--- src/rtl/param_pkg.sv ---
// Shared AR-channel parameters: widths, packed request layout and snoop encodings.
package param_pkg;

  localparam int unsigned N_CPU              = 4;
  localparam int unsigned ADDR_WIDTH         = 32;
  localparam int unsigned ID_WIDTH           = 4;
  localparam int unsigned CPU_ID_WIDTH       = (N_CPU > 1) ? $clog2(N_CPU) : 1;
  localparam int unsigned AR_LEN_WIDTH       = 8;
  localparam int unsigned AR_ID_WIDTH        = ID_WIDTH + CPU_ID_WIDTH;

  // 64-byte cache lines: 4-byte words, 16 words per line
  localparam int unsigned DCACHE_BYTE_OFFSET = 2;
  localparam int unsigned DCACHE_BLOCK_WIDTH = 4;
  localparam int unsigned LINE_LSB           = DCACHE_BLOCK_WIDTH + DCACHE_BYTE_OFFSET;
  localparam int unsigned LINE_ADDR_WIDTH    = ADDR_WIDTH - LINE_LSB;

  // Packed request layout, LSB first: snoop, len, line address, {id, cpu}
  localparam int unsigned AR_SNOOP_LSB       = 0;
  localparam int unsigned AR_SNOOP_MSB       = AR_SNOOP_LSB + 3;
  localparam int unsigned AR_LEN_LSB         = AR_SNOOP_MSB + 1;
  localparam int unsigned AR_LEN_MSB         = AR_LEN_LSB + AR_LEN_WIDTH - 1;
  localparam int unsigned AR_ADDR_LSB        = AR_LEN_MSB + 1;
  localparam int unsigned AR_ADDR_MSB        = AR_ADDR_LSB + LINE_ADDR_WIDTH - 1;
  localparam int unsigned AR_ID_LSB          = AR_ADDR_MSB + 1;
  localparam int unsigned AR_ID_MSB          = AR_ID_LSB + AR_ID_WIDTH - 1;
  localparam int unsigned AR_Q_DATA_WIDTH    = AR_ID_MSB + 1;

  localparam logic [3:0] SNOOP_RC = 4'b0010;  // ReadClean
  localparam logic [3:0] SNOOP_RU = 4'b0111;  // ReadUnique

  function automatic logic snoop_supported(input logic [3:0] snoop);
    return (snoop == SNOOP_RC) || (snoop == SNOOP_RU);
  endfunction

endpackage

--- src/rtl/sync_fifo.sv ---
// Synchronous FIFO with registered storage; read data is the head entry, zero when empty.
module sync_fifo #(
  parameter int unsigned WIDTH = 8,
  parameter int unsigned DEPTH = 4
) (
  input  logic             clk,
  input  logic             resetn,
  input  logic             push,
  input  logic             pop,
  input  logic [WIDTH-1:0] wdata,
  output logic [WIDTH-1:0] rdata,
  output logic             empty,
  output logic             full
);

  localparam int unsigned AW = (DEPTH > 1) ? $clog2(DEPTH) : 1;

  logic [WIDTH-1:0] mem_r [DEPTH];
  // Extra MSB on each pointer separates full from empty when the index bits match
  logic [AW:0]      wr_ptr_r;
  logic [AW:0]      rd_ptr_r;
  logic             push_en;
  logic             pop_en;

  assign empty   = (wr_ptr_r == rd_ptr_r);
  assign full    = (wr_ptr_r[AW] != rd_ptr_r[AW]) && (wr_ptr_r[AW-1:0] == rd_ptr_r[AW-1:0]);
  assign push_en = push & ~full;
  assign pop_en  = pop & ~empty;
  assign rdata   = empty ? '0 : mem_r[rd_ptr_r[AW-1:0]];

  // Pointer advance; reset empties the queue by aligning both pointers
  always_ff @(posedge clk or negedge resetn) begin
    if (!resetn) begin
      wr_ptr_r <= '0;
      rd_ptr_r <= '0;
    end else begin
      if (push_en) wr_ptr_r <= wr_ptr_r + 1'b1;
      if (pop_en)  rd_ptr_r <= rd_ptr_r + 1'b1;
    end
  end

  // Storage write; stale contents are never visible because rdata is gated by empty
  always_ff @(posedge clk) begin
    if (push_en) mem_r[wr_ptr_r[AW-1:0]] <= wdata;
  end

endmodule

--- src/rtl/ar_arbiter.sv ---
// Round-robin AR arbiter for ACE masters feeding a single request queue.
// Each master may have one read outstanding until it returns RACK.
module ar_arbiter
  import param_pkg::*;
#(
  parameter int unsigned N_CPU      = param_pkg::N_CPU,
  parameter int unsigned FIFO_DEPTH = 4
) (
  input  logic                                     clk,
  input  logic                                     resetn,
  input  logic [N_CPU-1:0]                         ar_valid,
  output logic [N_CPU-1:0]                         ar_ready,
  input  logic [N_CPU-1:0][ADDR_WIDTH-1:0]         ar_addr,
  input  logic [N_CPU-1:0][ID_WIDTH-1:0]           ar_id,
  input  logic [N_CPU-1:0][AR_LEN_WIDTH-1:0]       ar_len,
  input  logic [N_CPU-1:0][3:0]                    ar_snoop,
  input  logic [N_CPU-1:0]                         rack,
  input  logic                                     ar_pop_i,
  output logic                                     ar_empty_o,
  output logic [AR_Q_DATA_WIDTH-1:0]               ar_request_o,
  output logic                                     snoop_err_o
);

  localparam int unsigned PTR_W = (N_CPU > 1) ? $clog2(N_CPU) : 1;

  logic [N_CPU-1:0]           outstanding_r;
  logic [N_CPU-1:0]           outstanding_d;
  logic [PTR_W-1:0]           rr_ptr_r;
  logic [PTR_W-1:0]           rr_ptr_d;
  logic                       snoop_err_r;
  logic                       fifo_full;
  logic [N_CPU-1:0]           eligible;
  logic                       grant_vld;
  logic [PTR_W-1:0]           grant_idx;
  logic [AR_Q_DATA_WIDTH-1:0] req_word;

  // Reset term keeps ar_ready low while resetn is held, regardless of ar_valid
  assign eligible = ar_valid & ~outstanding_r & {N_CPU{~fifo_full & resetn}};

  // Rotating-priority search: first eligible index at or above rr_ptr_r
  always_comb begin
    int unsigned idx;
    logic [PTR_W-1:0] cand;
    grant_vld = 1'b0;
    grant_idx = '0;
    idx       = 0;
    cand      = '0;
    for (int unsigned k = 0; k < N_CPU; k++) begin
      idx  = (32'(rr_ptr_r) + k) % N_CPU;
      cand = PTR_W'(idx);
      if (!grant_vld && eligible[cand]) begin
        grant_vld = 1'b1;
        grant_idx = cand;
      end
    end
  end

  assign ar_ready = grant_vld ? (N_CPU'(1) << grant_idx) : '0;

  // Pack the granted master's request into the queue word
  always_comb begin
    req_word = '0;
    req_word[AR_ID_MSB:AR_ID_LSB]       = {ar_id[grant_idx], CPU_ID_WIDTH'(grant_idx)};
    req_word[AR_ADDR_MSB:AR_ADDR_LSB]   = ar_addr[grant_idx][ADDR_WIDTH-1:LINE_LSB];
    req_word[AR_LEN_MSB:AR_LEN_LSB]     = ar_len[grant_idx];
    req_word[AR_SNOOP_MSB:AR_SNOOP_LSB] = ar_snoop[grant_idx];
  end

  // Next-state: RACK retires the outstanding read, a grant sets it and advances the pointer
  always_comb begin
    outstanding_d = outstanding_r & ~rack;
    rr_ptr_d      = rr_ptr_r;
    if (grant_vld) begin
      outstanding_d[grant_idx] = 1'b1;
      rr_ptr_d = (grant_idx == PTR_W'(N_CPU - 1)) ? '0 : grant_idx + 1'b1;
    end
  end

  // Arbiter state and the one-cycle unsupported-snoop flag
  always_ff @(posedge clk or negedge resetn) begin
    if (!resetn) begin
      outstanding_r <= '0;
      rr_ptr_r      <= '0;
      snoop_err_r   <= 1'b0;
    end else begin
      outstanding_r <= outstanding_d;
      rr_ptr_r      <= rr_ptr_d;
      snoop_err_r   <= grant_vld && !snoop_supported(ar_snoop[grant_idx]);
    end
  end

  assign snoop_err_o = snoop_err_r;

  sync_fifo #(
    .WIDTH (AR_Q_DATA_WIDTH),
    .DEPTH (FIFO_DEPTH)
  ) u_ar_fifo (
    .clk    (clk),
    .resetn (resetn),
    .push   (grant_vld),
    .pop    (ar_pop_i),
    .wdata  (req_word),
    .rdata  (ar_request_o),
    .empty  (ar_empty_o),
    .full   (fifo_full)
  );

endmodule

--- config.mk ---
export PLATFORM = sky130hd
export DESIGN_NAME = ar_arbiter
export DESIGN_NICKNAME = d
export VERILOG_FILES = /design/src/rtl/param_pkg.sv /design/src/rtl/sync_fifo.sv /design/src/rtl/ar_arbiter.sv
export SDC_FILE = /design/constraint.sdc
export NUM_CORES = 1
export LEC_CHECK = 0
export CORE_UTILIZATION = 48
export DETAILED_ROUTE_END_ITERATION = 6
export GPL_ROUTABILITY_DRIVEN = 1
export PLACE_DENSITY = 0.89
export SLEW_MARGIN = 20
export SYNTH_ARGS = -nofsm -noshare
export SYNTH_HDL_FRONTEND = slang
export SYNTH_SLANG_ARGS = --single-unit
export TNS_END_PERCENT = 50
--- constraint.sdc ---
create_clock -name clk -period 4.1 [get_ports clk]
set_input_delay 0.82 -clock clk [delete_from_list [all_inputs] [get_ports clk]]
set_output_delay 0.82 -clock clk [all_outputs]
set_load 0.05 [all_outputs]
# Yosys cells after proc, flatten, opt, wreduce, memory -nomap -nowiden
# Memories as Yosys holds them, arrays and structs flattened.
# Index checks and enable logic that the tools add are counted.
[totals] register_bits=13 in_bits=203 n_memories=1 elab_cells=79 mem_bits_rw=176
[op_classes] n_lt_le_gt_ge=6 eq_ne=6 n_bitwise=11 shift=1 n_mux=32 reduce_logical=11 n_addsub=6
[mem_list] name="u_ar_fifo.mem_r" depth=4 width=44 read_ports=1 rd_clocked_by_memory_dff=0 write_ports=1 line_no="sync_fifo.sv:18" text="logic [WIDTH-1:0] mem_r [DEPTH];"
[ops] cell="$bmux W32 S2" n=1
[ops] cell="$mux W44" n=1
[ops] cell="$mux W32" n=1
[ops] cell="$bmux W4 S2" n=2
[ops] cell="$bmux W8 S2" n=1
[ops] cell="$mux W4" n=4
[ops] cell="$lt A2 B3 Y1 const B" n=5
[ops] cell="$and A4 B4 Y4" n=3
[ops] cell="$mux W1" n=11
[ops] cell="$mux W2" n=5
[ops] cell="$bmux W1 S2" n=4
[ops] cell="$mux W8" n=1
[ops] cell="$not A4 Y4" n=2
[ops] cell="$add A3 B1 Y3 const B" n=2
[ops] cell="$logic_and A1 B1 Y1" n=6
[ops] cell="$add A2 B1 Y2 const B" n=2
[ops] cell="$add A2 B2 Y2 const B" n=2
[ops] cell="$eq A4 B2 Y1 const B" n=1
[ops] cell="$eq A4 B3 Y1 const B" n=1
[ops] cell="$logic_not A1 Y1" n=4
[ops] cell="$or A4 B4 Y4" n=1
[ops] cell="$shl A1 B2 Y4 const A" n=1
[ops] cell="$and A1 B1 Y1" n=3
[ops] cell="$eq A3 B3 Y1" n=1
[ops] cell="7 further kinds" n=8

# Longest topological paths before layout
[logic_depth] depth_word=23 mapped_depth=10 ltp_nobuf=7

# Hierarchy
# From an unflattened synthesis, not the netlist that was laid out.
[unflattened] hier_cells=642 area_unflattened_um2=8926.1
[modules_own_cells] mod="sync_fifo" area_each_um2=7143.1 seq_area_each_um2=5435.2 instances=1 cells_each=323
[modules_own_cells] mod="ar_arbiter" area_each_um2=1783.0 seq_area_each_um2=175.2 instances=1 cells_each=319

# Worst setup path before layout
# OpenSTA, ideal clock, no wires.
[synth_timing] kind="input to output" startpoint="input ar_valid[2]" endpoint="output ar_ready[3]" path_slack_ns=0.689 n_path_buf=3 path_stages=8 t_arrival_ns=2.591 path_cell_list="nor3b_1 -> a311oi_2 -> nor3_4 -> buf_6 -> buf_4 -> buf_4 -> ha_1 -> and2_1"
[synth_between] elab_chain_len=16
[synth_rtl] element="start, declared" line_no="ar_arbiter.sv:11" text="input logic [N_CPU-1:0] ar_valid,"
[synth_rtl] element="$and A4 B4 Y4 * (2 in series)" line_no="ar_arbiter.sv:38" text="assign eligible = ar_valid & ~outstanding_r & {N_CPU{~fifo_full & resetn}};"
[synth_rtl] element="$bmux W1 S2" line_no="ar_arbiter.sv:51" text="if (!grant_vld && eligible[cand]) begin"
[synth_rtl] element="$mux W1 (not written as such)" line_no="ar_arbiter.sv:51"
[synth_rtl] element="$mux W1" line_no="ar_arbiter.sv:51"
[synth_rtl] element="$logic_not A1 Y1" line_no="ar_arbiter.sv:51"
[synth_rtl] element="$logic_and A1 B1 Y1" line_no="ar_arbiter.sv:51"
[synth_rtl] element="$mux W1" line_no="ar_arbiter.sv:51"
[synth_rtl] element="$logic_not A1 Y1" line_no="ar_arbiter.sv:51"
[synth_rtl] element="$logic_and A1 B1 Y1" line_no="ar_arbiter.sv:51"
[synth_rtl] element="$mux W1" line_no="ar_arbiter.sv:51"
[synth_rtl] element="$logic_not A1 Y1" line_no="ar_arbiter.sv:51"
[synth_rtl] element="$logic_and A1 B1 Y1" line_no="ar_arbiter.sv:51"
[synth_rtl] element="$mux W2 *" line_no="ar_arbiter.sv:51"
[synth_rtl] element="named net grant_idx[1]" line_no="ar_arbiter.sv:34" text="logic [PTR_W-1:0] grant_idx;"
[synth_rtl] element="$shl A1 B2 Y4 *" line_no="ar_arbiter.sv:58" text="assign ar_ready = grant_vld ? (N_CPU'(1) << grant_idx) : '0;"
[synth_rtl] element="$mux W4 *" line_no="ar_arbiter.sv:58"
[synth_rtl] element="end, declared" line_no="ar_arbiter.sv:12" text="output logic [N_CPU-1:0] ar_ready,"
# The timed path passes the listed nets; every way through them passes the cells marked *. The select of a mux whose other input is x is not followed.

# Worst setup path in the final report
[layout_timing] startpoint="register u_ar_fifo.rd_ptr_r[0]" endpoint="output ar_request_o[26]"
[layout_between] elab_chain_len=2
[layout_rtl] element="start, declared" line_no="sync_fifo.sv:21" text="logic [AW:0] rd_ptr_r;"
[layout_rtl] element="start signal, assigned" line_no="sync_fifo.sv:38" text="if (pop_en) rd_ptr_r <= rd_ptr_r + 1'b1;"
[layout_rtl] element="$mem_v2 Z4 W44 / $eq A3 B3 Y1 (equally long branches)"
[layout_rtl] element="$mux W44 *" line_no="sync_fifo.sv:29" text="assign rdata = empty ? '0 : mem_r[rd_ptr_r[AW-1:0]];"
[layout_rtl] element="end, declared" line_no="ar_arbiter.sv:20" text="output logic [AR_Q_DATA_WIDTH-1:0] ar_request_o,"
# Every way passes the cells marked *; elsewhere a longest branch is shown, timed or not.

==> flow_summary.yaml <==
synthesis:
  synth_top_family_by_area: "simple AND/OR/NAND/NOR gates"
  synth_cell_types: 46
  ys_seq_area_share_pct: 62.9
  yosys.area_share.simple_pct: 15.0
  synthTopCellsByArea: "edfxtp_1, mux4_2, nand2_1"
  synth-adder-area-share_pct: 1.26
  synth_seq_cells: 189
  syn_nets: 857
  yosys.area.top_type: "edfxtp_1"
  async_reset_ff_share_pct: 6.88
  synth_xor_area_share_pct: 0.982
  syn_area_um2: 8920
  synth_compound_gate_area_share_pct: 5.22
  synth_edf_count: 176
  yosys_warnings: 0
  synth_ff_type: "edfxtp_1"
  postSynthCellCount: 645
  muxShareOfSynthArea_pct: 11.5
  syn_avg_cell_area_um2: 13.8
  yosys.area.top_type_share_pct: 59.3
drt:
  vias_per_cell: 5.58
  wl_mm: 21.7
  dr.pass1.iters: 7
  drt_iter0_markers: 430
  antenna_left: 0
  vias: 6196
  drc: 18
  routedWlPerCell_um: 19.5
clock_tree:
  htreeDepth: 4
  cts_buffers: 17
  post_cts_buffers: 0
  ctsHoldBuffers: 0
  cts_tree: "yes"
  cts-resized-gates: 0
  clk_latency_ps: 430
  cts.sinks: 189
  clk_pin_slew_ps: 70
  cts_root_buf: "clkbuf_16"
  cts.path.max_buffers: 2
sta:
  worst_pin_slew_ps: 619
  finalSetupViolations: 0
  fmax_mhz: 267
  grt_setup_unrepaired: "false"
  period_share_pct: 91.3
  min_period_ps: 3740
  clock_skew_ps: 8.68
  max-slew-margin-rel_pct: 58.6
  holdWs_ps: 493
  maxSlewViolCount: 0
  fin_setup_tns_ps: 0
  hold_viol_final: 0
final_layout:
  fillers: 1281
  drive_gt1_share_pct: 13.2
  fin_util_pct: 66.8
  final_cell_area_um2: 12100
  antenna_cells: 0
  syn_to_final_growth_pct: 35.6
  layout.nets: 1080
critical_path:
  crit_required_ps: 3280
  crit_fanout: 32
  worstPathCellList: "buf_12 -> mux4_2 -> nor2b_1 -> clkdlybuf4s50_1"
  ff2ff_path_depth: 8
  criticalPathCategory: "flip-flop to primary output"
  end_kind: "primary output"
  slowest_stage: "clkdlybuf4s50_1"
  cp.arrival_ps: 2920
  worst_setup_path_start_kind: "flip-flop"
  critPathMaxStageDelay_ps: 730
global_routing:
  grt_max_degree: 77
  grt_pass1_wl_mm: 34.3
  grt.met3_usage_pct: 5.37
  grt_use_met2_pct: 40.6
  antenna_found_initial: 0
  met1_usage_pct: 29.6
  globalRouteTotalUtil_pct: 23.9
  gr-total-overflow: 0
  grt_pass1_vias: 6211
  grt-busiest-layer: "met2"
place:
  routabilityCongestion: 0.819
  dp_hpwl_mm: 14.8
  numPortBuffers: 228
  place_area_um2: 11500
worst_hold_path:
  hp-class: "flip-flop to flip-flop"
  whs_path_depth: 1
floorplanning:
  coreArea_um2: 18100
  num_rows: 49
  num_io_pins: 253
  dieArea_um2: 19100
  die_w_um: 138
  fp.dieH_um: 138
  start_util_pct: 49.3
run_status:
  violations: "design-rule violations"
  outcome: "finished with violations"
power:
  power.density_nw_per_um2: 897
  ir_worst_vdd_v: 0.000550
  p_leak_uw: 0.00436
  finalPower_uw: 10800
run:
  maxCapViolCount: 0
## per-layer routing
layer,routed length [um],up-vias
met5,0,-
met4,454,0
met3,1560,33
met2,11200,247
met1,8440,3053
li1,-,2863
## state kept, by name, indices dropped and copies added (netlist names)
name                count
snoop_err_o             1
u_ar_fifo.wr_ptr_r      3
outstanding_r           4
u_ar_fifo.rd_ptr_r      3
rr_ptr_r                2
u_ar_fifo.mem_r       176
## path summary, 6_finish.rpt
path,slack (ps),startpoint,to
max,360,u_ar_fifo.rd_ptr_r[0],ar_request_o[26]
min,490,u_ar_fifo.wr_ptr_r[2],u_ar_fifo.wr_ptr_r[2]
max reg2reg,1220,u_ar_fifo.rd_ptr_r[0],u_ar_fifo.mem_r[3][34]
min reg2reg,490,u_ar_fifo.wr_ptr_r[2],u_ar_fifo.wr_ptr_r[2]
max in group asynchronous,3130,resetn,u_ar_fifo.rd_ptr_r[0]
min in group asynchronous,600,resetn,u_ar_fifo.wr_ptr_r[0]
## placed cells by master, fill, tap and decap left out, types with 4 or more instances in the layout
cell | synthesis | layout
a21o_1 | 4 | 4
a31oi_1 | 39 | 39
and2_1 | 10 | 6
and2_2 | 0 | 4
and3_1 | 39 | 38
buf_12 | 0 | 9
buf_4 | 9 | 15
clkbuf_16 | 0 | 20
clkdlybuf4s50_1 | 0 | 223
dfrtp_1 | 13 | 11
edfxtp_1 | 176 | 176
ha_1 | 9 | 9
inv_1 | 11 | 11
inv_4 | 1 | 6
mux4_2 | 44 | 44
nand2_1 | 153 | 153
nand2b_1 | 4 | 4
nor2_1 | 5 | 5
nor2b_1 | 47 | 47
o31a_1 | 4 | 4
xnor2_1 | 4 | 4
## layout make-up
| type | count | area [um^2] | share of cell area (%) |
|---|---|---|---|
| Sequential cell | 189 | 5620 | 46.4 |
| Multi-Input combinational cell | 400 | 3030 | 25.1 |
| Timing Repair Buffer | 247 | 2520 | 20.9 |
| Clock buffer | 23 | 512 | 4.23 |
| Tap cell | 229 | 287 | 2.37 |
| Clock inverter | 9 | 66.3 | 0.548 |
| Inverter | 13 | 51.3 | 0.424 |
## report_power, final
group | total (uW) | switching, uW | leakage, uW | internal [uW]
combinational | 5980 | 3790 | 0.00230 | 2190
clock | 1590 | 692 | 0.000290 | 894
sequential | 3280 | 249 | 0.00177 | 3030
total | 10800 | 4730 | 0.00436 | 6120
## per-stage QoR
step	instances	setup slack, ps
final	1110	357
after global routing	1110	196
after CTS	1110	290
after detailed placement	1078	478
after global placement	1078	529
after floorplan	645	689
## cell families (layout without fill, tap and decap cells)
logic type / Yosys count / count (layout)
buffers and inverters: 56 / 292
XOR/XNOR: 7 / 7
AO/OA/AOI/OAI: 64 / 64
multiplexers: 47 / 47
flip-flops: 189 / 189
adder cells (fa/ha/maj): 9 / 9
AND/OR/NAND/NOR: 273 / 273
## synth_stat cells, types with 2 or more instances
master	instances
a211oi_1	3
a21o_1	4
a31oi_1	39
and2_1	10
and3_1	39
buf_2	12
buf_4	9
buf_6	3
clkbuf_1	18
dfrtp_1	13
edfxtp_1	176
ha_1	9
inv_1	11
mux2_2	2
mux4_2	44
nand2_1	153
nand2b_1	4
nand3_1	2
nand3b_1	3
nand4_1	2
nor2_1	5
nor2b_1	47
nor3b_1	4
nor4b_1	2
o211ai_1	3
o21ai_0	2
o31a_1	4
xnor2_1	4
## critical path: cells and delay by family, from the launching register on
| family | cells | cell delay [ps] |
|---|---|---|
| buffers and inverters | 2 | 1050 |
| flip-flops | 1 | 680 |
| multiplexers | 1 | 570 |
| AND/OR/NAND/NOR | 1 | 160 |
Power figures use the tool's default switching activity.
